**src/rtl/wb_pkg.sv**
```systemverilog
// ---------------------------------------------------------------------------
// wb_pkg -- shared types and default widths for the writeback stage.
//
// Contents:
//   WB_DATA_W / WB_REG_AW / WB_CNT_W : default datapath, register-index and
//                                      retire-counter widths
//   wb_src_e   : writeback source select (ALU, LOAD, LINK; code 2'b11 is
//                reserved and handled as ALU by the stage)
//   ld_size_e  : load access size (byte, half, word; code 2'b11 acts as word)
//   wb_state_e : writeback FSM states
// ---------------------------------------------------------------------------
package wb_pkg;

  localparam int WB_DATA_W = 32;
  localparam int WB_REG_AW = 5;
  localparam int WB_CNT_W  = 32;

  typedef enum logic [1:0] {
    WB_ALU  = 2'b00,
    WB_LOAD = 2'b01,
    WB_LINK = 2'b10
  } wb_src_e;

  typedef enum logic [1:0] {
    LD_B = 2'b00,
    LD_H = 2'b01,
    LD_W = 2'b10
  } ld_size_e;

  typedef enum logic {
    IDLE    = 1'b0,
    WAIT_LD = 1'b1
  } wb_state_e;

endpackage

```
**src/rtl/load_align.sv**
```systemverilog
// ---------------------------------------------------------------------------
// load_align -- combinational load-data lane select and extension.
//
// Ports:
//   rdata       in  DATA_W  raw word returned by the data memory
//   size        in  2       00 byte, 01 half, 10/11 word
//   ld_unsigned in  1       1 = zero-extend, 0 = sign-extend
//   offset      in  2       byte address bits [1:0] of the load
//   aligned     out DATA_W  value to write back
//
// Halfword loads use only offset[1]; a misaligned halfword rounds down to the
// containing aligned halfword. Word loads ignore the offset entirely.
// ---------------------------------------------------------------------------
module load_align
  import wb_pkg::*;
#(
  parameter int DATA_W = WB_DATA_W
) (
  input  logic [DATA_W-1:0] rdata,
  input  logic [1:0]        size,
  input  logic              ld_unsigned,
  input  logic [1:0]        offset,
  output logic [DATA_W-1:0] aligned
);

  localparam int NB = DATA_W / 8;

  logic [7:0]  lanes [NB];
  logic [7:0]  byte_sel;
  logic [15:0] half_sel;

  // Split the word into byte lanes so offsets index lanes directly.
  generate
    for (genvar gi = 0; gi < NB; gi++) begin : g_lane
      assign lanes[gi] = rdata[8*gi +: 8];
    end
  endgenerate

  always_comb begin
    byte_sel = lanes[offset];
    half_sel = {lanes[{offset[1], 1'b1}], lanes[{offset[1], 1'b0}]};
    aligned  = rdata;
    case (size)
      LD_B:    aligned = {{(DATA_W-8){~ld_unsigned & byte_sel[7]}}, byte_sel};
      LD_H:    aligned = {{(DATA_W-16){~ld_unsigned & half_sel[15]}}, half_sel};
      default: aligned = rdata;
    endcase
  end

endmodule

```
**src/rtl/wb_stage.sv**
```systemverilog
// ---------------------------------------------------------------------------
// wb_stage -- writeback stage of the 5-stage core.
//
// Accepts retiring instructions from MEM over valid/ready, waits for load
// data where needed, aligns it, and drives the register-file write port from
// registers. Only one load may be outstanding; the stage drops in_ready while
// it waits, which costs one bubble per load.
//
// Ports:
//   clk, rst_n                      clock, asynchronous active-low reset
//   in_valid / in_ready             MEM handshake (in_ready = state is IDLE)
//   in_rd, in_wb_en, in_wb_src      destination, write enable, result source
//   in_alu_result, in_pc_plus4      ALU and link results
//   in_ld_size, in_ld_unsigned,
//   in_ld_offset                    load shape
//   mem_rvalid, mem_rdata           load data return (single-cycle pulse)
//   reg_wrt_en/sel/data             registered register-file write port
//   retire_cnt                      retired instruction count
//
// Build option: define WB_RETIRE_CNT_EN to include the retire counter;
// without it retire_cnt is tied to zero.
// ---------------------------------------------------------------------------
module wb_stage
  import wb_pkg::*;
#(
  parameter int DATA_W = WB_DATA_W,
  parameter int REG_AW = WB_REG_AW,
  parameter int CNT_W  = WB_CNT_W
) (
  input  logic              clk,
  input  logic              rst_n,
  input  logic              in_valid,
  output logic              in_ready,
  input  logic [REG_AW-1:0] in_rd,
  input  logic              in_wb_en,
  input  logic [1:0]        in_wb_src,
  input  logic [DATA_W-1:0] in_alu_result,
  input  logic [DATA_W-1:0] in_pc_plus4,
  input  logic [1:0]        in_ld_size,
  input  logic              in_ld_unsigned,
  input  logic [1:0]        in_ld_offset,
  input  logic              mem_rvalid,
  input  logic [DATA_W-1:0] mem_rdata,
  output logic              reg_wrt_en,
  output logic [REG_AW-1:0] reg_wrt_sel,
  output logic [DATA_W-1:0] reg_wrt_data,
  output logic [CNT_W-1:0]  retire_cnt
);

  wb_state_e state_reg, state_next;

  // Shape of the outstanding load, captured at accept.
  logic [REG_AW-1:0] ld_rd_reg, ld_rd_next;
  logic              ld_wb_en_reg, ld_wb_en_next;
  logic [1:0]        ld_size_reg, ld_size_next;
  logic              ld_unsigned_reg, ld_unsigned_next;
  logic [1:0]        ld_offset_reg, ld_offset_next;

  logic              wrt_en_reg, wrt_en_next;
  logic [REG_AW-1:0] wrt_sel_reg, wrt_sel_next;
  logic [DATA_W-1:0] wrt_data_reg, wrt_data_next;

  logic [DATA_W-1:0] aligned_data;

  load_align #(
    .DATA_W (DATA_W)
  ) u_load_align (
    .rdata       (mem_rdata),
    .size        (ld_size_reg),
    .ld_unsigned (ld_unsigned_reg),
    .offset      (ld_offset_reg),
    .aligned     (aligned_data)
  );

  assign in_ready = (state_reg == IDLE);

  always_comb begin
    state_next       = state_reg;
    ld_rd_next       = ld_rd_reg;
    ld_wb_en_next    = ld_wb_en_reg;
    ld_size_next     = ld_size_reg;
    ld_unsigned_next = ld_unsigned_reg;
    ld_offset_next   = ld_offset_reg;
    wrt_en_next      = 1'b0;
    // sel/data hold their last value unless a real write is scheduled.
    wrt_sel_next     = wrt_sel_reg;
    wrt_data_next    = wrt_data_reg;

    case (state_reg)
      IDLE: begin
        // mem_rvalid is deliberately not looked at here: spurious or
        // accept-cycle pulses must not complete anything.
        if (in_valid) begin
          if (in_wb_src == WB_LOAD) begin
            ld_rd_next       = in_rd;
            ld_wb_en_next    = in_wb_en;
            ld_size_next     = in_ld_size;
            ld_unsigned_next = in_ld_unsigned;
            ld_offset_next   = in_ld_offset;
            state_next       = WAIT_LD;
          end else if (in_wb_en && (in_rd != '0)) begin
            wrt_en_next   = 1'b1;
            wrt_sel_next  = in_rd;
            // Reserved source code falls through to the ALU result.
            wrt_data_next = (in_wb_src == WB_LINK) ? in_pc_plus4 : in_alu_result;
          end
        end
      end
      WAIT_LD: begin
        if (mem_rvalid) begin
          state_next = IDLE;
          if (ld_wb_en_reg && (ld_rd_reg != '0)) begin
            wrt_en_next   = 1'b1;
            wrt_sel_next  = ld_rd_reg;
            wrt_data_next = aligned_data;
          end
        end
      end
      default: state_next = IDLE;
    endcase
  end

  always_ff @(posedge clk or negedge rst_n) begin
    if (!rst_n) begin
      state_reg       <= IDLE;
      ld_rd_reg       <= '0;
      ld_wb_en_reg    <= 1'b0;
      ld_size_reg     <= '0;
      ld_unsigned_reg <= 1'b0;
      ld_offset_reg   <= '0;
      wrt_en_reg      <= 1'b0;
      wrt_sel_reg     <= '0;
      wrt_data_reg    <= '0;
    end else begin
      state_reg       <= state_next;
      ld_rd_reg       <= ld_rd_next;
      ld_wb_en_reg    <= ld_wb_en_next;
      ld_size_reg     <= ld_size_next;
      ld_unsigned_reg <= ld_unsigned_next;
      ld_offset_reg   <= ld_offset_next;
      wrt_en_reg      <= wrt_en_next;
      wrt_sel_reg     <= wrt_sel_next;
      wrt_data_reg    <= wrt_data_next;
    end
  end

  assign reg_wrt_en   = wrt_en_reg;
  assign reg_wrt_sel  = wrt_sel_reg;
  assign reg_wrt_data = wrt_data_reg;

`ifdef WB_RETIRE_CNT_EN
  // An instruction retires on the same edge that loads the write registers,
  // whether or not the write itself is suppressed by rd==0 / wb_en==0.
  logic             retire;
  logic [CNT_W-1:0] retire_cnt_reg;

  assign retire = ((state_reg == IDLE) && in_valid && (in_wb_src != WB_LOAD)) ||
                  ((state_reg == WAIT_LD) && mem_rvalid);

  always_ff @(posedge clk or negedge rst_n) begin
    if (!rst_n) begin
      retire_cnt_reg <= '0;
    end else if (retire) begin
      retire_cnt_reg <= retire_cnt_reg + CNT_W'(1);
    end
  end

  assign retire_cnt = retire_cnt_reg;
`else
  assign retire_cnt = '0;
`endif

endmodule
```
**config.mk**
```make
export PLATFORM = sky130hd
export DESIGN_NAME = wb_stage
export DESIGN_NICKNAME = d
export VERILOG_FILES = /design/src/rtl/wb_pkg.sv /design/src/rtl/load_align.sv /design/src/rtl/wb_stage.sv
export SDC_FILE = /design/constraint.sdc
export NUM_CORES = 1
export LEC_CHECK = 0
export ABC_AREA = 1
export ABC_CLOCK_PERIOD_IN_PS = 1800
export CORE_AREA = 2 2 102 104
export CTS_CLUSTER_SIZE = 20
export DETAILED_ROUTE_END_ITERATION = 12
export DIE_AREA = 0 0 104 106
export PLACE_DENSITY = 0.81
export SYNTH_ARGS = -nofsm -noshare
export SYNTH_HDL_FRONTEND = slang
export SYNTH_HIERARCHICAL = 1
export SYNTH_SLANG_ARGS = --single-unit
export TNS_END_PERCENT = 100
```
**constraint.sdc**
```tcl
create_clock -name clk -period 1.8 [get_ports clk]
set_clock_uncertainty 0.15 [all_clocks]
set_input_delay 0.27 -clock clk [delete_from_list [all_inputs] [get_ports clk]]
set_output_delay 0.27 -clock clk [all_outputs]
set_load 0.01 [all_outputs]
```
# [Word level (Yosys, flattened, before mapping)]
# Index checks and enable logic that the tools add are counted.
[totals] input_bits=113 ff_bits=50 elab_cells=67
[op_classes] n_reduce_logical=7 order_cmp=3 eq_ne=8 n_mux=33 n_bitwise=7
[op_table] cell="two-way mux 32 bit" count=6
[op_table] cell="case mux 32 bit (2 select lines)" count=2
[op_table] cell="binary-select mux 8 bit (select 2 bit)" count=3
[op_table] cell="two-way mux 8 bit" count=6
[op_table] cell="two-way mux 5 bit" count=5
[op_table] cell="case mux 5 bit (2 select lines)" count=1
[op_table] cell="nonzero test 5 bit" count=2
[op_table] cell="greater-or-equal comparator 3 bit (second input constant)" count=3
[op_table] cell="NOT 2 -> 3 bit" count=3
[op_table] cell="two-way mux 1 bit" count=8
[op_table] cell="inequality test 2 bit (second input constant)" count=3
[op_table] cell="AND reduction 5 bit" count=1
[op_table] cell="== test 2 x 1 -> 1 bit (second input constant)" count=2
[op_table] cell="inequality test 2 x 1 -> 1 bit (second input constant)" count=2
[op_table] cell="case mux 1 bit (2 select lines)" count=2
[op_table] cell="AND reduction 3 bit" count=1
[op_table] cell="AND 1 bit" count=2
[op_table] cell="== test 2 bit (second input constant)" count=1
[op_table] cell="logical AND 1 bit" count=2
[op_table] cell="logical NOT 2 bit" count=1
[op_table] cell="NOT 1 bit" count=2

# [Longest topological paths before layout]
# Gate-level depths: netlist of the first run.
[logic_depth] ltp_word=9 mapped_depth=13

# [By module]
# The synthesis of the first run kept the hierarchy.
[modules_own_cells] mod="wb_stage" cells_per_inst=510 instances=1 area_per_inst_um2=3276.9
[modules_own_cells] mod="load_align" cells_per_inst=154 instances=1 area_per_inst_um2=905.9

# [Least setup slack after synthesis of the first run]
# Ideal clock, no wire load.
[synth_path] path_kind="reg-to-reg" from="reg ld_offset_reg[1]" to="reg wrt_data_reg[12], in the netlist reg_wrt_data[12]" path_slack_ns=0.268 path_stages_with_launch=12 t_arrival_ns=1.317 n_path_buf=2 path_cell_list="dfrtp_1 -> buf_6 -> inv_8 -> buf_8 -> nand2_2 -> and2_4 -> or2_1 -> nand3_2 -> nand2_1 -> nand2_1 -> nand2_1 -> nand2_1"
[synth_via] elab_chain_len=9 elab_cells_between_ends=13 cone_classes="mux: 10; bitwise: 3"
[synth_lines] element="from (decl)" line="wb_stage.sv:57" source="logic [1:0] ld_offset_reg, ld_offset_next;"
[synth_lines] element="from (signal assigned)" line="wb_stage.sv:140" source="ld_offset_reg <= ld_offset_next;"
[synth_lines] element="NOT 2 -> 3 bit (not written as such)" line="load_align.sv:40" source="byte_sel = lanes[offset];"
[synth_lines] element="binary-select mux 8 bit (select 2 bit)" line="load_align.sv:40"
[synth_lines] element="two-way mux 8 bit (not written as such) (2 in a row)" line="load_align.sv:40"
[synth_lines] element="AND 1 bit" line="load_align.sv:44" source="LD_B: aligned = {{(DATA_W-8){~ld_unsigned & byte_sel[7]}}, byte_sel};"
[synth_lines] element="case mux 32 bit (2 select lines) (*)" line="load_align.sv:43" source="case (size)"
[synth_lines] element="named net aligned_data[12]" line="wb_stage.sv:63" source="logic [DATA_W-1:0] aligned_data;"
[synth_lines] element="two-way mux 32 bit (*)" line="wb_stage.sv:112" source="if (ld_wb_en_reg && (ld_rd_reg != '0)) begin"
[synth_lines] element="two-way mux 32 bit (*)" line="wb_stage.sv:110" source="if (mem_rvalid) begin"
[synth_lines] element="case mux 32 bit (2 select lines) (*)" line="wb_stage.sv:89" source="case (state_reg)"
[synth_lines] element="to (signal assigned)" line="wb_stage.sv:143" source="wrt_data_reg <= wrt_data_next;"
[synth_lines] element="to (decl)" line="wb_stage.sv:61" source="logic [DATA_W-1:0] wrt_data_reg, wrt_data_next;"
# The timed path passes the listed nets; every way through them passes the cells marked *. The select of a mux whose other input is x is not followed.
# A chain may end at the register's enable or synchronous reset.

# [Final worst setup path of the first run]
[layout_path] from="reg ld_offset_reg[1]" to="reg wrt_data_reg[9], in the netlist reg_wrt_data[9]"
# The elaborated chain is that of the path after synthesis.

==> results.tsv, run 1 <==
metric	value	unit
post-synth-top-count-cell	nand2_1	
async_flop_share	1.000	
crit_required	1890	ps
power.total	4940	uW
grt_pass1_vias	4296	
fin_util	0.6066	
cts_buffers	5	
max_freq	581.4	MHz
gr-total-overflow	0	
synthToLayoutAreaGrowth	45.02	%
synth_top_area_cell	dfrtp_1	
crit_arrival	1810	ps
largest_reg_flops	32	
endpoint_kind	flop	
synth_cell_types	30	
synth.yosys.seq_area_share	0.2991	
die_width	104	um
dr.pass1.iters	6	
synth_top_flop_cell	dfrtp_1	
drc	0	
grt_max_degree	51	
cts_root_buffer	clkbuf_8	
syn_avg_cell_area	6.299	um2
synth_cells	664	
maxCapViolCount	0	
min_period_over_period	0.9555	
cts_buffer_depth	2	
hp-class	in -> async	
vias_per_cell	4.631	
syn_area	4183	um2
die_h	106	um
num_rows	37	
ys_ff_latch	50	
layout.nets	936	
drt_iter0_markers	226	
wl	12710	um
finalHoldViolations	0	
cp_max_fo	8	
core_area	10000	um2
clk_transition_reported_paths	100	ps
peakVddDrop	402.0	uV
antenna_found_initial	0	
finalSetupViolations	0	
power_density	814.3	nW/um2
rsz0062_at_grt	yes	
initial_core_util	0.4183	
avgRoutedWirePerCell	13.25	um
cts_max_level	2	
hpwl	9574	um
path_class	reg -> reg	
synth_area_leaders	dfrtp_1, nand2_1, nand3_1, inv_1, buf_4	
vias	4441	
antenna-diode-count	0	
clock_sinks	50	
stdcell_count	959	
synth_commonest_cells	nand2_1, inv_1, nand3_1	
grt.total_usage	0.2292	
outcome	finished, final reports clean	
io_buffers	151	
grt_pass1_wl	20480	um
yosysTopAreaCellShare	0.2991	
drive_gt1_frac	0.1264	
yosysWarnings	6	
fin_crit	1720	ps
worstSkewPairLatency	300	ps
globalplace.congestion	0.8879	
synth_edf_count	0	
cts_tree	yes	
cellLeakagePower	0.003323	uW
crit_path_start_kind	flop	
die_area	11020	um2
post-place-cells	945	
pin_count	184	
ant_nets	0	
maxSlewViolCount	0	
## cell type report
cell class / instances / area, um2
fill: 949 / 3934
inverter: 86 / 332.8
timing repair buffer: 190 / 1921
multi-input combinational: 489 / 2273
clock buffer: 5 / 68.82
tap: 136 / 170.2
timing repair inverter: 1 / 6.256
sequential: 50 / 1255
clock inverter: 2 / 38.79
## cells by family (layout without fill, tap and decap cells)
| logic type | after synthesis | in the layout | share of synthesized area |
|---|---|---|---|
| flops | 50 | 50 | 0.2991 |
| buf+inv | 156 | 284 | 0.2016 |
| other cells | 1 | 32 | 0.0008965 |
| compound gates | 27 | 27 | 0.03709 |
| simple gates | 430 | 430 | 0.4613 |
## final timing paths
kind                                  start         endpoint  slack (ps)  depth (start not counted)
setup reg to reg           ld_offset_reg[1]  reg_wrt_data[9]          80                          9
min in group clk            ld_unsigned_reg  ld_unsigned_reg         340                          2
max in group asynchronous             rst_n        state_reg         910                          3
setup / recovery           ld_offset_reg[1]  reg_wrt_data[9]          80                          9
hold / removal                        rst_n  reg_wrt_data[4]         340                          3
hold reg to reg             ld_unsigned_reg  ld_unsigned_reg         340                          2
## timing repair
action | 4_1_cts | 5_1_grt
hold buffers | 1 | 0
pin swaps | 0 | 18
endpoints found under the hold margin | 50 | 0
buffers inserted | 0 | 6
resized for setup | 3 | 27
endpoints found under the setup margin | 9 | 22
gates cloned | 0 | 2
## per-stage QoR
| step | hold slack, ps | instance area [um2] | worst slack (ps) | TNS, ps |
|---|---|---|---|---|
| floorplan | -175.6 | 4299 | 268.2 | 0 |
| global placement | 126.7 | 5801 | -62.12 | -461.7 |
| detailed placement | 135.4 | 5801 | -67.09 | -1041 |
| CTS | 340.5 | 5919 | 92.83 | 0 |
| global route | 363.1 | 6066 | -15.97 | -72.02 |
| finish | 341.0 | 6066 | 80.02 | 0 |
## placed cells by master (no fill, tap or decap), types with 2 or more instances in the layout
master	instances
nand2_4	6
nand3_2	22
buf_4	26
o21ai_0	17
clkbuf_8	5
nand2_1	291
or2_4	2
buf_6	4
nor2_1	7
dfrtp_2	3
inv_4	2
and2_4	5
o211ai_1	7
nand2_2	9
conb_1	32
inv_2	2
clkdlybuf4s50_1	149
buf_12	7
or2_1	2
nand3_1	77
or2_2	3
inv_1	82
dfrtp_1	47
a21oi_1	2
## power breakdown
group / switching [uW] / internal (uW) / leakage [uW]
logic: 1180 / 1320 / 0.00265
clock network: 394 / 410 / 0.0000542
registers: 216 / 1420 / 0.000623
## critical path, stage by stage (launching register included)
cell	delay, ps
dfrtp_2	570
buf_6	160
nand2_2	50
and2_4	140
or2_2	280
nand3_2	70
nand2_1	60
nand2_1	80
nand2_1	50
nand2_1	60
## layer usage
metal | part of all wire | GRT usage | vias up
met4 | 0.016 | 0.05598 | 0
met2 | 0.51 | 0.4229 | 140
met1 | 0.41 | 0.2764 | 2012
met3 | 0.059 | 0.04047 | 18
met5 | 0 | 0 | -
li1 | - | - | 2271
No activity file was read; power rests on OpenSTA's default activity.
==> inputs of run 2 (changes only) <==
- CORE_AREA: 2 2 102 104 -> 2 2 101 103
- CTS_BUF_LIST: unset -> sky130_fd_sc_hd__clkbuf_4 sky130_fd_sc_hd__clkbuf_8
- DIE_AREA: 0 0 104 106 -> 0 0 103 105
- PLACE_DENSITY: 0.81 -> 0.82
- SKIP_CTS_REPAIR_TIMING: unset -> 1
==> run 2 against run 1 <==
- sequential power barely moved
- die area fell by 1.9%
- cell count rose by 0.10%
- power rose by 2.8%
- critical path type is now reg -> out
- largest cell class unchanged
==> results.tsv, run 2 (synthesis gave the netlist of run 1 again) <==
metric	value	unit	change
clock_sinks	50		unchanged
peakVddDrop	458.8	uV	+14%
dr.pass1.iters	6		unchanged
crit_required	1380	ps	-510 ps
pwr-share-comb	0.483		-0.023
cellLeakagePower	0.003336	uW	+0.41%
hp-class	in -> async		
clkPwrFrac	0.194		+0.031
final_common_cell	nand2_1		
vias_per_cell	4.639		+0.17%
swShare	0.3488		-0.01416
io_buffers	151		unchanged
cts_buffers	5		unchanged
postLayoutCellArea	6087	um2	+0.35%
grt_pass1_vias	4241		-1.3%
post-place-cells	946		+0.11%
rsz0062_at_grt	yes		
largest_reg_flops	32		unchanged
maxSlewViolCount	0		unchanged
gr-total-overflow	0		unchanged
cp_max_fo	4		-4
synthToLayoutAreaGrowth	45.53	%	
crit_arrival	1330	ps	-480 ps
layout.nets	939		+0.32%
setup_ws	54.48	ps	-25.54 ps
max_slew_margin	0.6624		
dp_slack	-90.36	ps	-23.26 ps
fin_crit	1746	ps	+25.54 ps
fin_util	0.6315		+0.02488
die_h	105	um	-0.94%
cell_internal_pwr	3306	uW	+5.1%
vias	4453		+0.27%
path_cells	inv_4 > clkdlybuf4s50_1		
die_width	103	um	-0.96%
seqPwrFrac	0.323		-0.008
antenna-diode-count	0		unchanged
grt_max_degree	38		-25%
grt_pass1_wl	20420	um	-0.30%
cts_tree	yes		
pin_count	184		unchanged
power_density	834.0	nW/um2	+2.4%
core_area	9639	um2	-3.6%
cts_buffer_depth	2		unchanged
initial_core_util	0.4339		+0.01564
hpwl	9720	um	+1.5%
stdcell_count	960		+0.10%
globalplace.congestion	0.8973		+1.1%
maxCapViolCount	0		unchanged
switchingPower	1771	uW	-1.2%
wl	12790	um	+0.68%
critPathSlowestCell	clkdlybuf4s50_1		
max_stage_delay	520	ps	-50 ps
cts_max_level	2		unchanged
outcome	finished, final reports clean		
min_period_over_period	0.9697		+0.01419
ant_nets	0		unchanged
drive_gt1_frac	0.1233		-0.003030
clk_transition_reported_paths	100	ps	about the same
final_cell_mix	nand2_1, clkdlybuf4s50_1, inv_1		
die_area	10820	um2	-1.9%
antenna_found_initial	0		unchanged
drc	0		unchanged
endpoint_kind	primary output		
tightestPinTransition	506.4	ps	
num_rows	36		-2.7%
cts_root_buffer	clkbuf_8		
crit_path_start_kind	flop		
max_freq	572.9	MHz	-1.5%
finalHoldViolations	0		unchanged
grt.total_usage	0.2384		+0.009173
dpl_cell_area	5852	um2	+0.88%
finalSetupViolations	0		unchanged
avgRoutedWirePerCell	13.33	um	+0.57%
path_class	reg -> out		
worstSkewPairLatency	300	ps	about the same
drt_iter0_markers	238		+5.3%
## run 2: cell types whose count changed in the layout (fill, tap and decap cells not counted), moves of 2 or more
| cell | previous run | this run |
|---|---|---|
| and2_0 | 1 | 3 |
| or2_4 | 2 | 0 |
| nand2_2 | 9 | 11 |
| nand2_4 | 6 | 1 |
| buf_4 | 26 | 29 |
| nand2_1 | 291 | 295 |
| buf_12 | 7 | 9 |
## run 2: layer usage
metal | track usage | up-vias | wire (um)
met4 | 0.05827 | 0 | 187
met1 | 0.2987 | 2005 | 5258
li1 | - | 2272 | -
met5 | 0 | - | 0
met2 | 0.4193 | 162 | 6424
met3 | 0.04013 | 14 | 921
## run 2: critical path, delay by kind of cell (launching register included)
family,cells,cell delay (ps)
flops,1,430
buf+inv,2,590
## run 2: final cells by class
| class | instances | area [um2] |
|---|---|---|
| Timing Repair Buffer | 194 | 1973 |
| Multi-Input combinational cell | 489 | 2217 |
| Inverter | 86 | 332.8 |
| Clock inverter | 2 | 60.06 |
| Tap cell | 133 | 166.4 |
| Fill cell | 900 | 3552 |
| Sequential cell | 50 | 1255 |
| Clock buffer | 6 | 82.58 |
## run 2: power groups by stage
stage	registers (uW)	clock network [uW]	logic, uW
finish	1640	985	2450
global route	1670	1050	2710
CTS	1640	1000	2390
detailed placement	1650	0	2380
global placement	1650	0	2350
floorplan	1710	0	1240
## run 2: worst paths after layout
kind	from	to	slack, ps	cells past startpoint
setup / recovery	state_reg	in_ready	50	2
hold / removal	rst_n	reg_wrt_data[24]	320	2
setup reg to reg	ld_offset_reg[1]	reg_wrt_data[9]	100	9
hold reg to reg	ld_wb_en_reg	ld_wb_en_reg	360	2
max in group asynchronous	rst_n	reg_wrt_data[17]	630	3
min in group clk	ld_wb_en_reg	ld_wb_en_reg	360	2
## run 2: through the flow
step           TNS, ps  total power [uW]  hold slack [ps]
2_1_floorplan        0              2956           -175.6
3_5_place_dp     -1596              4033            110.9
4_1_cts         -726.6              5032           -233.1
3_3_place_gp     -1081              4004            107.9
6_report             0              5077            318.1
5_1_grt         -16.98              5438            360.8
==> inputs of run 3 (changes only) <==
- PLACE_DENSITY: 0.82 -> 0.86
- REMOVE_ABC_BUFFERS: unset -> 1
==> run 3 against run 2 <==
- via count grew 0.27%
- register-to-register slack lost 80 ps
- count of clock-buffer cells in the layout shrank 1
- combinational power grew 4%
- largest power group unchanged
- highest routed layer unchanged
==> results.tsv, run 3 (synthesis gave the netlist of run 1 again) <==
metric	value	unit	change
crit_arrival	1840	ps	+510 ps
avgRoutedWirePerCell	13.55	um	+1.7%
finalHoldViolations	0		unchanged
die_width	103	um	unchanged
power.total	5025	uW	-1.0%
clock_sinks	50		unchanged
cellLeakagePower	0.003349	uW	+0.36%
max_freq	561.4	MHz	-2.0%
cts_root_buffer	clkbuf_8		
max_stage_delay	410	ps	-110 ps
path_common_cell	nand2_1		
final_cell_mix	nand2_1, clkdlybuf4s50_1, inv_1		
io_buffers	151		unchanged
die_h	105	um	unchanged
maxCapViolCount	0		unchanged
hold_ws	345.4	ps	+27.31 ps
hpwl	9724	um	about the same
gr-total-overflow	0		unchanged
dr.pass1.iters	5		-1
die_area	10820	um2	unchanged
vias_per_cell	4.656		+0.37%
postLayoutCellArea	6112	um2	+0.41%
core_area	9639	um2	unchanged
grt_max_degree	33		-13%
antenna_found_initial	0		unchanged
initial_core_util	0.4339		unchanged
pin_count	184		unchanged
cts_max_level	2		unchanged
largest_reg_flops	32		unchanged
dpl_cell_area	5792	um2	-1.0%
cts_buffer_depth	2		unchanged
stdcell_count	959		-0.10%
num_rows	36		unchanged
rsz0062_at_grt	yes		
critPathSlowestCell	dfrtp_1		
layout.nets	938		-0.11%
finalSetupViolations	0		unchanged
grt.total_usage	0.2330		-0.005397
path_cells	buf_12 > clkinv_16 > nand2_4 > nand2_4 > nand2_2 > nand2_2 > nand2_4 > clkbuf_16 > nand3_2 > nand2_1 > nand2_1 > nand2_1 > nand2_1		
grt_pass1_wl	20160	um	-1.3%
fill_cells	902		+0.22%
multi_input_comb_area	2257	um2	+1.8%
crit_path_start_kind	flop		
crit_required	1860	ps	+480 ps
post-place-cells	938		-0.85%
drt_iter0_markers	204		-14%
ff_latch_area	1252	um2	-0.20%
endpoint_kind	flop		
peakVddDrop	434.6	uV	-5.3%
path_class	reg -> reg		
worstSkewPairLatency	310	ps	about the same
fin_crit	1781	ps	+35.73 ps
worstRegToRegCells	13		+4
outcome	finished, final reports clean		
cts_buffers	5		unchanged
grt_pass1_vias	4120		-2.9%
vias	4465		+0.27%
min_period_over_period	0.9896		+0.01985
hp-class	in -> async		
cts_tree	yes		
globalplace.congestion	0.8201		-8.6%
finalSetupTns	0	ps	unchanged
maxSlewViolCount	0		unchanged
max_slew_margin	0.5924		-0.06998
drive_gt1_frac	0.1259		+0.002571
final_common_cell	nand2_1		
cp_max_fo	7		+3
power_density	822.1	nW/um2	-1.4%
clk_transition_reported_paths	110	ps	about the same
ant_nets	0		unchanged
wl	13000	um	+1.6%
tightestPinTransition	611.4	ps	+105.0 ps
drc	0		unchanged
antenna-diode-count	0		unchanged
synthToLayoutAreaGrowth	46.13	%	
run 3: worst max-delay path: cells and delay by family (launching register included):
kind / cells / cell delay, ps
buffers and inverters: 3 / 420
flip-flops: 1 / 410
AND/OR/NAND/NOR: 10 / 690
run 3: where the power goes:
part,internal (uW),switching (uW),total (uW)
Combinational,1340,1220,2560
Sequential,1420,200,1620
Clock,423,427,849
run 3: per-stage QoR:
stage	utilization	setup slack [ps]
floorplan	-	-1308
global placement	0.6009	-21.46
detailed placement	0.6009	-52.92
CTS	0.6129	-86.43
global route	0.6341	-63.82
finish	0.6341	18.75
run 3: path summary, 6_finish.rpt:
kind | start | to | slack (ps)
max in group asynchronous | rst_n | state_reg | 580
max | ld_offset_reg[1] | reg_wrt_data[24] | 20
min reg2reg | ld_wb_en_reg | ld_wb_en_reg | 350
min in group clk | ld_wb_en_reg | ld_wb_en_reg | 350
max reg2reg | ld_offset_reg[1] | reg_wrt_data[24] | 20
min | rst_n | reg_wrt_data[14] | 350
run 3: final cells by class:
class                           count  area share
Inverter                           86     0.05752
Sequential cell                    50      0.2049
Clock inverter                      3    0.007779
Tap cell                          133     0.02723
Timing Repair inverter              1    0.001842
Clock buffer                        5     0.01126
Multi-Input combinational cell    489      0.3693
Timing Repair Buffer              192      0.3202
run 3: metal layers:
layer / vias to the layer above / routed length, um / GRT usage
li1: 2274 / - / -
met1: 2040 / 5637 / 0.3201
met2: 144 / 6322 / 0.3882
met3: 7 / 988 / 0.04482
met4: 0 / 51 / 0.02914
met5: - / 0 / 0
